$ cat src/rtl/soc_irq_pkg.sv
// Shared definitions for the SoC interrupt controller: register map and
// request/service handshake states.
package soc_irq_pkg;

   localparam logic [1:0] IRQ_REG_MASK = 2'd0;
   localparam logic [1:0] IRQ_REG_EDGE = 2'd1;
   localparam logic [1:0] IRQ_REG_PEND = 2'd2;
   localparam logic [1:0] IRQ_REG_STAT = 2'd3;

   typedef enum logic [1:0] {
      IDLE,
      REQ,
      SERVICE
   } irq_state_t;

endpackage

$ cat src/rtl/irq_sync.sv
// Multi-bit flop-chain synchroniser for asynchronous level inputs.
module irq_sync #(
   parameter int WIDTH  = 1,
   parameter int STAGES = 2
) (
   input  logic             clk,
   input  logic             rst,
   input  logic [WIDTH-1:0] din,
   output logic [WIDTH-1:0] dout
);

   logic [WIDTH-1:0] stage_q [STAGES];

   // Shift the raw inputs through STAGES flops.
   always_ff @(posedge clk or posedge rst) begin
      if (rst) begin
         for (int unsigned i = 0; i < STAGES; i++) stage_q[i] <= '0;
      end else begin
         stage_q[0] <= din;
         for (int unsigned i = 1; i < STAGES; i++) stage_q[i] <= stage_q[i-1];
      end
   end

   assign dout = stage_q[STAGES-1];

endmodule

$ cat src/rtl/soc_irq_ctrl.sv
// Interrupt controller: synchronises the external lines, captures them as
// level or edge, masks them and hands the lowest pending index to the CPU
// through a req/ack/eoi handshake. A small register port exposes
// MASK, EDGE, PENDING (W1C for edge lines) and STATUS.
module soc_irq_ctrl
   import soc_irq_pkg::*;
#(
   parameter  int IRQ_LINES   = 4,
   parameter  int SYNC_STAGES = 2,
   localparam int ID_W        = (IRQ_LINES > 1) ? $clog2(IRQ_LINES) : 1
) (
   input  logic                 clk,
   input  logic                 rst,
   input  logic [IRQ_LINES-1:0] irq_lines,
   output logic                 irq_req,
   output logic [ID_W-1:0]      irq_id,
   input  logic                 irq_ack,
   input  logic                 irq_eoi,
   input  logic                 cfg_we,
   input  logic [1:0]           cfg_addr,
   input  logic [IRQ_LINES-1:0] cfg_wdata,
   output logic [IRQ_LINES-1:0] cfg_rdata
);

   irq_state_t           state_q;
   logic [ID_W-1:0]      service_id_q;
   logic [IRQ_LINES-1:0] sync_q;
   logic [IRQ_LINES-1:0] prev_q;
   logic [IRQ_LINES-1:0] mask_q;
   logic [IRQ_LINES-1:0] edge_q;
   logic [IRQ_LINES-1:0] latch_q;
   logic [IRQ_LINES-1:0] latch_d;
   logic [IRQ_LINES-1:0] pending;
   logic [IRQ_LINES-1:0] svc_onehot;
   logic [IRQ_LINES-1:0] eligible;
   logic [ID_W-1:0]      winner;
   logic                 any_elig;
   logic                 in_service;
   logic                 ack_take;
   logic                 we_pend;
   logic                 we_edge;

   irq_sync #(
      .WIDTH  (IRQ_LINES),
      .STAGES (SYNC_STAGES)
   ) u_sync (
      .clk  (clk),
      .rst  (rst),
      .din  (irq_lines),
      .dout (sync_q)
   );

   assign in_service = (state_q == SERVICE);
   assign ack_take   = (state_q == REQ) && irq_ack;
   assign we_pend    = cfg_we && (cfg_addr == IRQ_REG_PEND);
   assign we_edge    = cfg_we && (cfg_addr == IRQ_REG_EDGE);

   // Edge lines show their latched bit, level lines show the live synced level.
   assign pending  = (edge_q & latch_q) | (~edge_q & sync_q);
   assign eligible = pending & mask_q & ~svc_onehot;

   // One-hot of the line currently in service, excluded from arbitration.
   always_comb begin
      svc_onehot = '0;
      for (int unsigned i = 0; i < IRQ_LINES; i++) begin
         if (in_service && (service_id_q == ID_W'(i))) svc_onehot[i] = 1'b1;
      end
   end

   // Fixed priority: lowest eligible index wins.
   always_comb begin
      winner   = '0;
      any_elig = 1'b0;
      for (int unsigned i = 0; i < IRQ_LINES; i++) begin
         if (eligible[i] && !any_elig) begin
            winner   = ID_W'(i);
            any_elig = 1'b1;
         end
      end
   end

   // Next edge-latch value: clears first, a new rising edge overrides them,
   // and a mode change on a line always discards its latched bit.
   always_comb begin
      latch_d = latch_q;
      if (we_pend) latch_d = latch_d & ~cfg_wdata;
      for (int unsigned i = 0; i < IRQ_LINES; i++) begin
         if (ack_take && (irq_id == ID_W'(i))) latch_d[i] = 1'b0;
      end
      latch_d = latch_d | (edge_q & sync_q & ~prev_q);
      if (we_edge) latch_d = latch_d & ~(cfg_wdata ^ edge_q);
   end

   // Configuration registers, edge history and edge latches.
   always_ff @(posedge clk or posedge rst) begin
      if (rst) begin
         mask_q  <= '0;
         edge_q  <= '0;
         latch_q <= '0;
         prev_q  <= '0;
      end else begin
         prev_q  <= sync_q;
         latch_q <= latch_d;
         if (cfg_we && (cfg_addr == IRQ_REG_MASK)) mask_q <= cfg_wdata;
         if (we_edge) edge_q <= cfg_wdata;
      end
   end

   // Request/ack/eoi handshake with registered request outputs.
   always_ff @(posedge clk or posedge rst) begin
      if (rst) begin
         state_q      <= IDLE;
         irq_req      <= 1'b0;
         irq_id       <= '0;
         service_id_q <= '0;
      end else begin
         case (state_q)
            IDLE: begin
               if (any_elig) begin
                  irq_req <= 1'b1;
                  irq_id  <= winner;
                  state_q <= REQ;
               end
            end
            REQ: begin
               if (irq_ack) begin
                  service_id_q <= irq_id;
                  irq_req      <= 1'b0;
                  state_q      <= SERVICE;
               end else if (!any_elig) begin
                  irq_req <= 1'b0;
                  state_q <= IDLE;
               end else begin
                  irq_id <= winner;
               end
            end
            SERVICE: begin
               if (irq_eoi) begin
                  service_id_q <= '0;
                  state_q      <= IDLE;
               end
            end
            default: begin
               irq_req <= 1'b0;
               state_q <= IDLE;
            end
         endcase
      end
   end

   // Register read mux; STATUS packs {service_id, in_service} into the low bits.
   always_comb begin
      case (cfg_addr)
         IRQ_REG_MASK: cfg_rdata = mask_q;
         IRQ_REG_EDGE: cfg_rdata = edge_q;
         IRQ_REG_PEND: cfg_rdata = pending;
         default:      cfg_rdata = IRQ_LINES'({service_id_q, in_service});
      endcase
   end

endmodule

$ cat config.mk
export PLATFORM = sky130hd
export DESIGN_NAME = soc_irq_ctrl
export DESIGN_NICKNAME = d
export VERILOG_FILES = /design/src/rtl/soc_irq_pkg.sv /design/src/rtl/irq_sync.sv /design/src/rtl/soc_irq_ctrl.sv
export SDC_FILE = /design/constraint.sdc
export NUM_CORES = 1
export LEC_CHECK = 0
export ABC_CLOCK_PERIOD_IN_PS = 2050
export CAP_MARGIN = 10
export CORE_MARGIN = 2
export CORE_UTILIZATION = 50
export CTS_CLUSTER_DIAMETER = 30
export CTS_CLUSTER_SIZE = 40
export DETAILED_ROUTE_END_ITERATION = 7
export PLACE_DENSITY = 0.75
export SYNTH_ARGS = -nofsm -noshare
export SYNTH_HDL_FRONTEND = slang
export SYNTH_SLANG_ARGS = --single-unit
$ cat constraint.sdc
create_clock -name clk -period 2.05 [get_ports clk]
set_input_delay 0.205 -clock clk [delete_from_list [all_inputs] [get_ports clk]]
set_output_delay 0.205 -clock clk [all_outputs]
set_load 0.005 [all_outputs]
# --- Word-level counts from Yosys, hierarchy flattened ---
# Index checks and enable logic that the tools add are counted.
op_classes:
  n_eq_ne: 15
  mux: 32
  n_bitwise: 17
  reduce_logical: 28
op_table:
  columns: ["operator", "n"]
  rows:
  - ["$and A4 B4 Y4", 8]
  - ["$not A4 Y4", 5]
  - ["$mux W2", 9]
  - ["$mux W1", 16]
  - ["$logic_and A1 B1 Y1", 15]
  - ["$eq A2 B2 Y1 const B", 6]
  - ["$pmux W4 S3", 1]
  - ["$reduce_and A3 Y1", 3]
  - ["$eq A2 B1 Y1 const B", 4]
  - ["$logic_not A2 Y1", 4]
  - ["$mux W4", 2]
  - ["$ne A2 B2 Y1 const B", 4]
  - ["$or A4 B4 Y4", 2]
  - ["$pmux W2 S2", 2]
  - ["$pmux W2 S3", 1]
  - ["$reduce_bool A2 Y1", 2]
  - ["$xor A4 B4 Y4", 1]
  - ["$logic_not A1 Y1", 3]
  - ["$ne A3 B3 Y1 const B", 1]
  - ["$pmux W1 S3", 1]
  - ["$reduce_and A2 Y1", 1]
  - ["$not A1 Y1", 1]
totals:
  reg_bits: 31
  out_inout_bits: 7

# --- Depth between registers and ports, before layout ---
# Gate-level depths: netlist of run 1.
logic_depth:
  ltp_word: 18
  mapped_depth: 6
  depth_no_buf: 5

# --- Cells and area by module ---
# Synthesis of run 1 repeated with hierarchy kept, for this count alone.
unflattened:
  cells_unflattened: 129
  hier_area_um2: 1438.9
by_module_without_submodules:
  columns: ["module", "n_inst", "cells_each", "area_each_um2"]
  rows:
  - ["soc_irq_ctrl", 1, 116, 1204.9]
  - ["irq_sync", 1, 13, 234.0]

# --- Least setup slack after synthesis of run 1 ---
# OpenSTA, ideal clock, no wires.
synth_path:
  path_type: "register to register"
  start: "reg state_q[0]"
  end: "reg latch_q[1]"
  arrival_ns: 1.361
  t_required_ns: 1.963
  slack_ns: 0.602
  stages_incl_launch_ff: 7
  cell_sequence: "dfrtp_1 -> buf_6 -> and4bb_4 -> a22oi_2 -> nand2_1 -> or3b_1 -> a22oi_1"
synth_via:
  elab_chain_len: 7
synth_lines:
  columns: ["item", "line", "rtl"]
  rows:
  - ["from (decl)", "soc_irq_ctrl.sv:25", "irq_state_t state_q;"]
  - ["from (signal assigned)", "soc_irq_ctrl.sv:112", "state_q <= IDLE;"]
  - ["from (signal assigned)", "soc_irq_ctrl.sv:122", "state_q <= REQ;"]
  - ["from (signal assigned)", "soc_irq_ctrl.sv:129", "state_q <= SERVICE;"]
  - ["$eq A2 B1 Y1 *", "soc_irq_ctrl.sv:54", "assign ack_take = (state_q == REQ) && irq_ack;"]
  - ["$logic_and A1 B1 Y1 *", "soc_irq_ctrl.sv:54", null]
  - ["$logic_and A1 B1 Y1 *", "soc_irq_ctrl.sv:88", "if (ack_take && (irq_id == ID_W'(i))) latch_d[i] = 1'b0;"]
  - ["$mux W1 *", "soc_irq_ctrl.sv:88", null]
  - ["$or A4 B4 Y4 *", "soc_irq_ctrl.sv:90", "latch_d = latch_d | (edge_q & sync_q & ~prev_q);"]
  - ["$and A4 B4 Y4", "soc_irq_ctrl.sv:91", "if (we_edge) latch_d = latch_d & ~(cfg_wdata ^ edge_q);"]
  - ["$mux W4 *", "soc_irq_ctrl.sv:91", null]
  - ["via latch_d[1]", "soc_irq_ctrl.sv:32", "logic [IRQ_LINES-1:0] latch_d;"]
  - ["to (signal assigned)", "soc_irq_ctrl.sv:103", "latch_q <= latch_d;"]
  - ["to (decl)", "soc_irq_ctrl.sv:31", "logic [IRQ_LINES-1:0] latch_q;"]
# Mark *: on every way through the listed nets, which the timed path passes. The rest lies on a longest branch.
# A chain may end at the register's enable or synchronous reset.

# --- Final worst setup path of run 1 ---
layout_path:
  start: "reg edge_q[2]"
  end: "out cfg_rdata[2]"
layout_via:
  elab_chain_len: 4
layout_lines:
  columns: ["item", "line", "rtl"]
  rows:
  - ["from (decl)", "soc_irq_ctrl.sv:30", "logic [IRQ_LINES-1:0] edge_q;"]
  - ["from (signal assigned)", "soc_irq_ctrl.sv:105", "if (we_edge) edge_q <= cfg_wdata;"]
  - ["$not A4 Y4", "soc_irq_ctrl.sv:59", "assign pending = (edge_q & latch_q) | (~edge_q & sync_q);"]
  - ["$and A4 B4 Y4", "soc_irq_ctrl.sv:59", null]
  - ["$or A4 B4 Y4", "soc_irq_ctrl.sv:59", null]
  - ["$pmux W4 S3 *", "soc_irq_ctrl.sv:153", "case (cfg_addr)"]
  - ["to (decl)", "soc_irq_ctrl.sv:22", "output logic [IRQ_LINES-1:0] cfg_rdata"]
# Every way passes the cells marked *; elsewhere a longest branch is shown, timed or not.

==> results.ini, run 1 <==
[floorplan]
die_h_um = 58.5
die_area_um2 = 3430
io_pins = 22
dieWidth_um = 58.5
core_um2 = 2780
core.rowCount = 19
start_util_pct = 53.4

[cts]
cts_sinks = 31
numCtsBuffers = 5
htree_levels = 2
cts_hold_buffers = 0
cts_tree = built
clk_latency_ps = 340
clk_pin_slew_worst_paths_ps = 100
clock-root-buffer = clkbuf_4
cts_buffer_depth = 2

[placement]
numPortBuffers = 21
placed_area_um2 = 1740
pre_cts_ws_ps = -42.0
gp_congestion = 0.944
hpwl_mm = 2.31

[routing]
vias = 1168
drc_errors = 0
ant_nets = 0
first_iter_violations = 59
wl_mm = 3.16
drt_pass1_iterations = 4
drt-vias-per-instance = 5.90
wire_per_inst_um = 15.9

[run]
drv_cap = 0

[finish]
drive_above_1_share_pct = 19.2
diodes = 0
nets = 181
final_core_util_pct = 66.1
fin_area_um2 = 1840
area_growth_syn_to_layout_pct = 23.7

[logic_synthesis]
synth_cells = 134
yosysUniqueCellTypes = 33
syn_avg_cell_area_um2 = 11.1
syn_nets = 149
netlist_area_um2 = 1490
ys_ff_latch = 31
ys_warn_count = 0
seq_area_frac_synth_pct = 52.2

[sta]
period_needed_ps = 2000
hold_viol_final = 0
rsz0062_at_grt = no
slew_violations = 0
maxSlewHeadroom_pct = 74.4
tns_ps = 0
worst_slew_pin_slew_ps = 383
setup_ws_ps = 48.9
setup_viol = 0
fmax_mhz = 500
timing.final.crit_share_pct = 97.6
fin_skew_ps = 9.59

[power]
power_density_nw_per_um2 = 984
vdd_drop_max_mv = 0.773
p_leak_nw = 0.827
finalPower_mw = 1.81

[global_route]
grt_pass1_vias = 1183
grt-ovfl-total = 0
global_route.usage.total_pct = 21.6
grt_pass1_wl_mm = 5.39
grt_max_degree = 32
grt_antenna_before_repair = 0

[setup_path]
path_max_fanout = 3
cp-end-kind = output port
arrival_ps = 1800
worst-setup-path-type = reg -> out
rr_worst_depth = 6
required_ps = 1850
cp-start-kind = register

[status]
status = completed

[min_path]
hp-class = in -> async

[state kept, by name, indices dropped and copies added, names as in the netlist]
register / cells
service_id_q: 2
edge_q: 4
state_q: 2
u_sync.stage_q: 4
irq_id: 2
latch_q: 4
u_sync.dout: 4
mask_q: 4
irq_req: 1
prev_q: 4
[cell type report]
| type | instances | area [µm²] |
|---|---|---|
| clock buffer | 7 | 65.1 |
| fill | 229 | 943 |
| timing repair buffer | 29 | 274 |
| multi-input combinational | 94 | 658 |
| inverter | 5 | 18.8 |
| tap | 31 | 38.8 |
| sequential | 31 | 776 |
| clock inverter | 1 | 7.51 |
[per-stage QoR]
| step | hold slack, ps | cells |
|---|---|---|
| floorplan | 236 | 134 |
| global placement | 334 | 187 |
| detailed placement | 337 | 187 |
| CTS | 229 | 198 |
| global route | 267 | 198 |
| finish | 225 | 198 |
[power by group]
part           internal, mW  leakage [nW]  switching (mW)
Combinational         0.314         0.411           0.238
Clock                 0.200        0.0375           0.213
Sequential            0.722         0.378           0.121
[cell usage after synthesis, drive strengths merged]
master	count	area share (%)
or3b	2	1.2
o22a	1	0.59
a22oi	7	4.2
o21ai	9	3.0
nand3b	1	0.51
a211oi	2	1.0
nor2b	1	0.42
and2	1	0.42
clkbuf	1	0.25
mux4	3	5.1
mux2	8	6.1
inv	5	1.3
nand3	6	2.0
and3	2	0.84
or2b	1	0.51
buf	3	2.3
nand2	26	6.6
o22ai	2	0.84
a31oi	1	0.42
a211o	2	1.2
o311ai	1	0.59
dfrtp	31	52
a2bb2oi	2	1.2
nand2b	6	2.5
nor2	1	0.25
and3b	1	0.59
a21oi	5	1.7
or3	1	0.42
and4bb	2	1.9
[per-layer routing]
layer | vias to the layer above | share of wire [%] | global-route usage (%)
met4 | 0 | 2.4 | 14.3
met5 | - | 0 | 0
met1 | 565 | 45 | 29.3
li1 | 552 | - | -
met2 | 44 | 47 | 31.1
met3 | 7 | 6.1 | 5.05
[kinds of logic after synthesis]
family / share of synthesized area (%)
muxes: 11.1
DFF: 52.2
AOI/OAI and AO/OA: 14.7
buffers and inverters: 3.79
and+or+nand+nor: 18.2
[worst max-delay path, stage by stage, from the launching register on]
cell	delay [ps]
dfrtp_1	410
mux2_4	310
mux4_2	470
dlygate4sd2_1	280
[worst paths after layout]
kind	from	slack [ps]	end
max in group asynchronous	rst	1540	state_q[1]
min reg2reg	u_sync.stage_q[7]	360	u_sync.dout[3]
min in group clk	irq_lines[1]	300	u_sync.stage_q[5]
min	rst	220	u_sync.dout[0]
max	edge_q[2]	50	cfg_rdata[2]
max reg2reg	state_q[1]	490	latch_q[1]
[cells in the final DEF, fill, tap and decap left out]
cell type,n
a211o_1,2
or3b_1,2
a21oi_1,5
dfrtp_1,31
o22ai_1,2
nand2_1,26
mux2_2,5
and2_1,1
mux4_2,3
and4bb_4,1
clkinvlp_4,1
clkbuf_4,5
clkdlybuf4s50_1,16
o22a_1,1
buf_4,8
nor2b_1,1
dlygate4sd2_1,1
a211oi_1,2
nand3b_1,1
clkbuf_8,2
and4bb_1,1
or3_1,1
inv_2,2
and3b_1,1
or2b_1,1
nand3_1,6
dlymetal6s2s_1,2
a22oi_1,5
a2bb2oi_1,2
o21ai_0,9
o311ai_0,1
nor2_1,1
inv_1,3
mux2_4,3
nand2b_1,6
and3_1,2
a22oi_2,2
a31oi_1,1
clkdlybuf4s15_1,2
[timing repair]
action / CTS / global route
pin swaps: 0 / 0
hold endpoints to repair: 0 / 0
setup buffers: 3 / 0
endpoints found under the setup margin: 4 / 4
gates resized for setup: 7 / 6
Note: power is estimated with default switching activity, not from simulation.
==> run 2, diff against run 1 <==
--- a/config.mk
+++ b/config.mk
@@ -8,11 +8,11 @@
 export ABC_CLOCK_PERIOD_IN_PS = 2050
 export CAP_MARGIN = 10
 export CORE_MARGIN = 2
-export CORE_UTILIZATION = 50
+export CORE_UTILIZATION = 53
 export CTS_CLUSTER_DIAMETER = 30
 export CTS_CLUSTER_SIZE = 40
 export DETAILED_ROUTE_END_ITERATION = 7
-export PLACE_DENSITY = 0.75
+export PLACE_DENSITY = 0.78
 export SYNTH_ARGS = -nofsm -noshare
 export SYNTH_HDL_FRONTEND = slang
 export SYNTH_SLANG_ARGS = --single-unit
==> run 2 against run 1 <==
Final area is 0.82% lower. Largest power group unchanged. Die area is 5.3% lower. Combinational power is 4.0% lower. Clock skew is 4.0 ps lower. Largest cell class unchanged. Global-route usage is 0.45 points higher.
==> results.ini, run 2 (synthesis gave the netlist of run 1 again) <==
[floorplan]
start_util_pct = 54.8  ; was 53.4%
core_um2 = 2710  ; was 2780 µm²
die_h_um = 57.0  ; was 58.5 µm
die_area_um2 = 3240  ; was 3430 µm²
core.rowCount = 19  ; unchanged
dieWidth_um = 57.0  ; was 58.5 µm
io_pins = 22  ; unchanged

[sta]
fmax_mhz = 499  ; was 500 MHz
maxSlewHeadroom_pct = 74.2  ; was 74.4%
setup_viol = 0  ; unchanged
fin_skew_ps = 5.55  ; was 9.59 ps
hold_viol_final = 0  ; unchanged
worst_slew_pin_slew_ps = 388  ; was 383 ps
setup_ws_ps = 46.1  ; was 48.9 ps
slew_violations = 0  ; unchanged
rsz0062_at_grt = no  ; unchanged
hold_slack_ps = 241  ; was 225 ps
period_needed_ps = 2000  ; about the same
timing.final.crit_share_pct = 97.8  ; was 97.6%

[setup_path]
cp_slowest_cell = mux4_2  ; unchanged
cp_cell_sequence = mux2_4 > mux4_2 > dlygate4sd2_1  ; unchanged
cp-end-kind = output port  ; unchanged
arrival_ps = 1800  ; about the same
max_stage_delay_ps = 470  ; about the same
path_max_fanout = 3  ; unchanged
rr_worst_depth = 5  ; was 6
r2r_slack_ps = 460  ; was 490 ps
worst-setup-path-type = reg -> out  ; unchanged
cp-start-kind = register  ; unchanged
required_ps = 1850  ; about the same

[routing]
ant_nets = 0  ; unchanged
wl_mm = 3.13  ; was 3.16 mm
vias = 1172  ; was 1168
drc_errors = 0  ; unchanged
drt-vias-per-instance = 5.95  ; was 5.90
first_iter_violations = 61  ; was 59
drt_pass1_iterations = 4  ; unchanged
wire_per_inst_um = 15.9  ; about the same

[cts]
cts_hold_buffers = 0  ; unchanged
cts_tree = built  ; unchanged
cts_sinks = 31  ; unchanged
clock-root-buffer = clkbuf_4  ; unchanged
numCtsBuffers = 5  ; unchanged
cts_buffer_depth = 2  ; unchanged
clk_pin_slew_worst_paths_ps = 100  ; about the same
clk_latency_ps = 330  ; was 340 ps
htree_levels = 2  ; unchanged

[status]
status = completed  ; unchanged

[global_route]
grt_antenna_before_repair = 0  ; unchanged
grt_max_degree = 32  ; unchanged
grt-ovfl-total = 0  ; unchanged
grt_pass1_vias = 1166  ; was 1183
grt_pass1_wl_mm = 5.32  ; was 5.39 mm
global_route.usage.total_pct = 22.1  ; was 21.6%

[power]
power_density_nw_per_um2 = 987  ; was 984 nW/µm²
p_leak_nw = 0.811  ; was 0.827 nW
vdd_drop_max_mv = 0.661  ; was 0.773 mV

[finish]
drive_above_1_share_pct = 18.1  ; was 19.2%
diodes = 0  ; unchanged
layout_common_cells = dfrtp_1 (31), nand2_1 (26), clkdlybuf4s50_1 (17)  ; was dfrtp_1 (31), nand2_1 (26), clkdlybuf4s50_1 (16)
fillers = 227  ; was 229
area_growth_syn_to_layout_pct = 22.6  ; was 23.7%
final_common_cell = dfrtp_1  ; unchanged
seqCellArea_um2 = 776  ; unchanged
fin_area_um2 = 1820  ; was 1840 µm²
multi_input_area_um2 = 658  ; unchanged
nets = 180  ; was 181

[placement]
hpwl_mm = 2.20  ; was 2.31 mm
gp_congestion = 0.960  ; was 0.944
numPortBuffers = 21  ; unchanged
pre_cts_ws_ps = -37.5  ; was -42.0 ps
placed_area_um2 = 1720  ; was 1740 µm²

[min_path]
hp-class = in -> async  ; unchanged

[run]
drv_cap = 0  ; unchanged

[run 2: final timing paths]
check                                     to         startpoint
hold reg to reg               u_sync.dout[0]  u_sync.stage_q[4]
min in group clk           u_sync.stage_q[7]       irq_lines[3]
hold / removal                     mask_q[3]                rst
setup / recovery                cfg_rdata[0]          edge_q[0]
setup reg to reg                  latch_q[1]         state_q[1]
max in group asynchronous    service_id_q[0]                rst
[run 2: power breakdown]
part | internal [mW] | total (mW) | leakage (nW) | switching (mW)
Combinational | 0.305 | 0.530 | 0.394 | 0.225
Sequential | 0.722 | 0.858 | 0.378 | 0.136
Clock | 0.202 | 0.410 | 0.0386 | 0.209
Total | 1.23 | 1.80 | 0.811 | 0.570
[run 2: timing repair]
action / CTS / global route
resized for setup: 3 / 8
endpoints found under the hold margin: 0 / 0
endpoints found under the setup margin: 3 / 4
buffers inserted: 3 / 1
gates cloned: 0 / 0
pin swaps: 0 / 0
[run 2: per-layer routing]
| layer | routed length (µm) | global-route usage, % | vias to the layer above |
|---|---|---|---|
| met1 | 1400 | 27.7 | 582 |
| met3 | 153 | 5.44 | 9 |
| met4 | 76 | 12.0 | 0 |
| met5 | 0 | 0 | - |
| li1 | - | - | 547 |
| met2 | 1500 | 35.5 | 34 |
[run 2: stage by stage]
| stage | util [%] | power, mW | setup TNS (ps) | std cells |
|---|---|---|---|---|
| finish | 67.3 | 1.80 | 0 | 197 |
| CTS | 66.7 | 1.79 | 0 | 196 |
| global route | 67.3 | 1.90 | 0 | 197 |
| detailed placement | 63.5 | 1.38 | -37.5 | 185 |
| global placement | 63.5 | 1.35 | -14.3 | 185 |
| floorplan | - | 1.19 | 0 | 134 |
[run 2: final cells by class]
cell class                 instances  area share (%)
sequential                        31            42.6
multi-input combinational         94            36.1
timing repair buffer              28            14.4
clock buffer                       8            3.77
tap                               31            2.13
inverter                           5            1.03
[run 2: worst max-delay path: cells and delay by family (launching register included)]
kind                   cells  cell delay [ps]
DFF                        1              410
buffers and inverters      1              280
muxes                      2              790
==> run 3, diff against run 2 <==
--- a/config.mk
+++ b/config.mk
@@ -6,7 +6,7 @@
 export NUM_CORES = 1
 export LEC_CHECK = 0
 export ABC_CLOCK_PERIOD_IN_PS = 2050
-export CAP_MARGIN = 10
+export CAP_MARGIN = 30
 export CORE_MARGIN = 2
 export CORE_UTILIZATION = 53
 export CTS_CLUSTER_DIAMETER = 30
@@ -16,3 +16,4 @@
 export SYNTH_ARGS = -nofsm -noshare
 export SYNTH_HDL_FRONTEND = slang
 export SYNTH_SLANG_ARGS = --single-unit
+export TNS_END_PERCENT = 10
==> run 3 against run 2 <==
Via count about the same. Final area about the same. Global-route usage unchanged. Wire length about the same. Clock skew about the same. Register-to-register slack about the same. Count of clock-buffer cells in the layout unchanged. Power about the same. Sequential share of layout area about the same. Critical endpoint is now cfg_rdata[1]. Largest cell class unchanged.
==> results.ini, run 3 (synthesis gave the netlist of run 1 again) <==
[setup_path]
rr_worst_depth = 5  ; unchanged
arrival_ps = 1810  ; was 1800 ps
r2r-end = latch_q[1]  ; unchanged
required_ps = 1850  ; about the same
r2r_slack_ps = 460  ; about the same
cp-end-kind = output port  ; unchanged
worst-setup-path-type = reg -> out  ; unchanged
cp-start-kind = register  ; unchanged
reg2reg_from = state_q[1]  ; unchanged
path_max_fanout = 4  ; was 3

[routing]
drt-vias-per-instance = 5.94  ; was 5.95
drc_errors = 0  ; unchanged
vias = 1171  ; was 1172
ant_nets = 0  ; unchanged
wire_per_inst_um = 15.9  ; about the same
first_iter_violations = 59  ; was 61
wl_mm = 3.13  ; about the same
drt_pass1_iterations = 4  ; unchanged

[floorplan]
io_pins = 22  ; unchanged
dieWidth_um = 57.0  ; unchanged
die_area_um2 = 3240  ; unchanged
die_h_um = 57.0  ; unchanged
core_um2 = 2710  ; unchanged
core.rowCount = 19  ; unchanged
start_util_pct = 54.8  ; unchanged

[sta]
setup_viol = 0  ; unchanged
rsz0062_at_grt = yes  ; was no
fin_skew_ps = 5.61  ; was 5.55 ps
period_needed_ps = 2020  ; was 2000 ps
fmax_mhz = 496  ; was 499 MHz
timing.final.crit_share_pct = 98.3  ; was 97.8%
slew_violations = 0  ; unchanged
hold_viol_final = 0  ; unchanged
worst_slew_pin_slew_ps = 388  ; about the same
maxSlewHeadroom_pct = 74.2  ; about the same
tns_ps = 0  ; unchanged

[power]
power_frac_comb_pct = 29.4  ; was 29.5%
swShare_pct = 31.7  ; about the same
power.share.clock_pct = 22.8  ; about the same
p_int_mw = 1.23  ; about the same
switchingPower_uw = 569  ; was 570 µW
power_density_nw_per_um2 = 987  ; about the same
seqPwrFrac_pct = 47.8  ; was 47.7%
vdd_drop_max_mv = 0.661  ; about the same
finalPower_mw = 1.80  ; about the same
p_leak_nw = 0.812  ; was 0.811 nW

[global_route]
grt_max_degree = 32  ; unchanged
grt_antenna_before_repair = 0  ; unchanged
grt_pass1_vias = 1166  ; unchanged
grt-ovfl-total = 0  ; unchanged
global_route.usage.total_pct = 22.1  ; unchanged
grt_pass1_wl_mm = 5.32  ; unchanged

[finish]
drive_above_1_share_pct = 18.1  ; unchanged
layout_common_cells = dfrtp_1 (31), nand2_1 (26), clkdlybuf4s50_1 (17)  ; unchanged
fin_cells = 197  ; unchanged
nets = 180  ; unchanged
final_core_util_pct = 67.2  ; was 67.3%
fillers = 225  ; was 227
area_growth_syn_to_layout_pct = 22.6  ; about the same
diodes = 0  ; unchanged
final_common_cell = dfrtp_1  ; unchanged

[cts]
numCtsBuffers = 5  ; unchanged
clk_pin_slew_worst_paths_ps = 100  ; about the same
htree_levels = 2  ; unchanged
cts_buffer_depth = 2  ; unchanged
cts_tree = built  ; unchanged
clk_latency_ps = 330  ; about the same
cts_hold_buffers = 0  ; unchanged
cts_sinks = 31  ; unchanged
clock-root-buffer = clkbuf_4  ; unchanged

[placement]
place_inst = 185  ; unchanged
numPortBuffers = 21  ; unchanged
gp_congestion = 0.960  ; unchanged
hpwl_mm = 2.20  ; unchanged

[status]
status = completed  ; unchanged

[min_path]
hp-class = in -> async  ; unchanged

[run]
drv_cap = 0  ; unchanged

run 3: power by group through the flow:
stage / registers, mW / logic [mW] / clock network, mW
floorplan: 0.810 / 0.383 / 0
global placement: 0.859 / 0.489 / 0
detailed placement: 0.869 / 0.507 / 0
CTS: 0.853 / 0.519 / 0.419
global route: 0.875 / 0.583 / 0.439
finish: 0.858 / 0.529 / 0.410
run 3: stage by stage:
stage | hold slack, ps | area, µm² | setup slack [ps]
3_5_place_dp | 336 | 1720 | -37.5
4_1_cts | 245 | 1810 | 2.14
2_1_floorplan | 236 | 1490 | 602
3_3_place_gp | 332 | 1720 | -14.3
5_1_grt | 306 | 1820 | -0.0902
6_report | 241 | 1820 | 34.5
run 3: cell type report:
type	count	area [µm²]	share of cell area [%]
Multi-Input combinational cell	94	658	36.1
Sequential cell	31	776	42.6
Clock buffer	8	68.8	3.78
Tap cell	31	38.8	2.13
Timing Repair Buffer	28	262	14.4
Inverter	5	18.8	1.03
run 3: worst max-delay path, stage by stage, from the launching register on:
cell and delay, ps:
dfrtp_1 400, mux2_4 330, mux4_2 480, dlygate4sd2_1 280
run 3: worst max-delay path by stage:
stage,from,end
2_1_floorplan,state_q[0],latch_q[1]
3_3_place_gp,cfg_addr[0],cfg_rdata[0]
3_5_place_dp,cfg_addr[0],cfg_rdata[0]
4_1_cts,edge_q[1],cfg_rdata[1]
5_1_grt,edge_q[1],cfg_rdata[1]
6_report,edge_q[1],cfg_rdata[1]
run 3: what timing repair did:
action,in CTS,in global routing
gates resized for setup,3,7
setup buffers,3,1
endpoints found under the setup margin,3,4
run 3: layer usage:
layer	global-route usage (%)	share of wire, %
met1	27.7	45
met2	35.5	48
met3	5.44	4.9
met4	12.0	2.4
met5	0	0
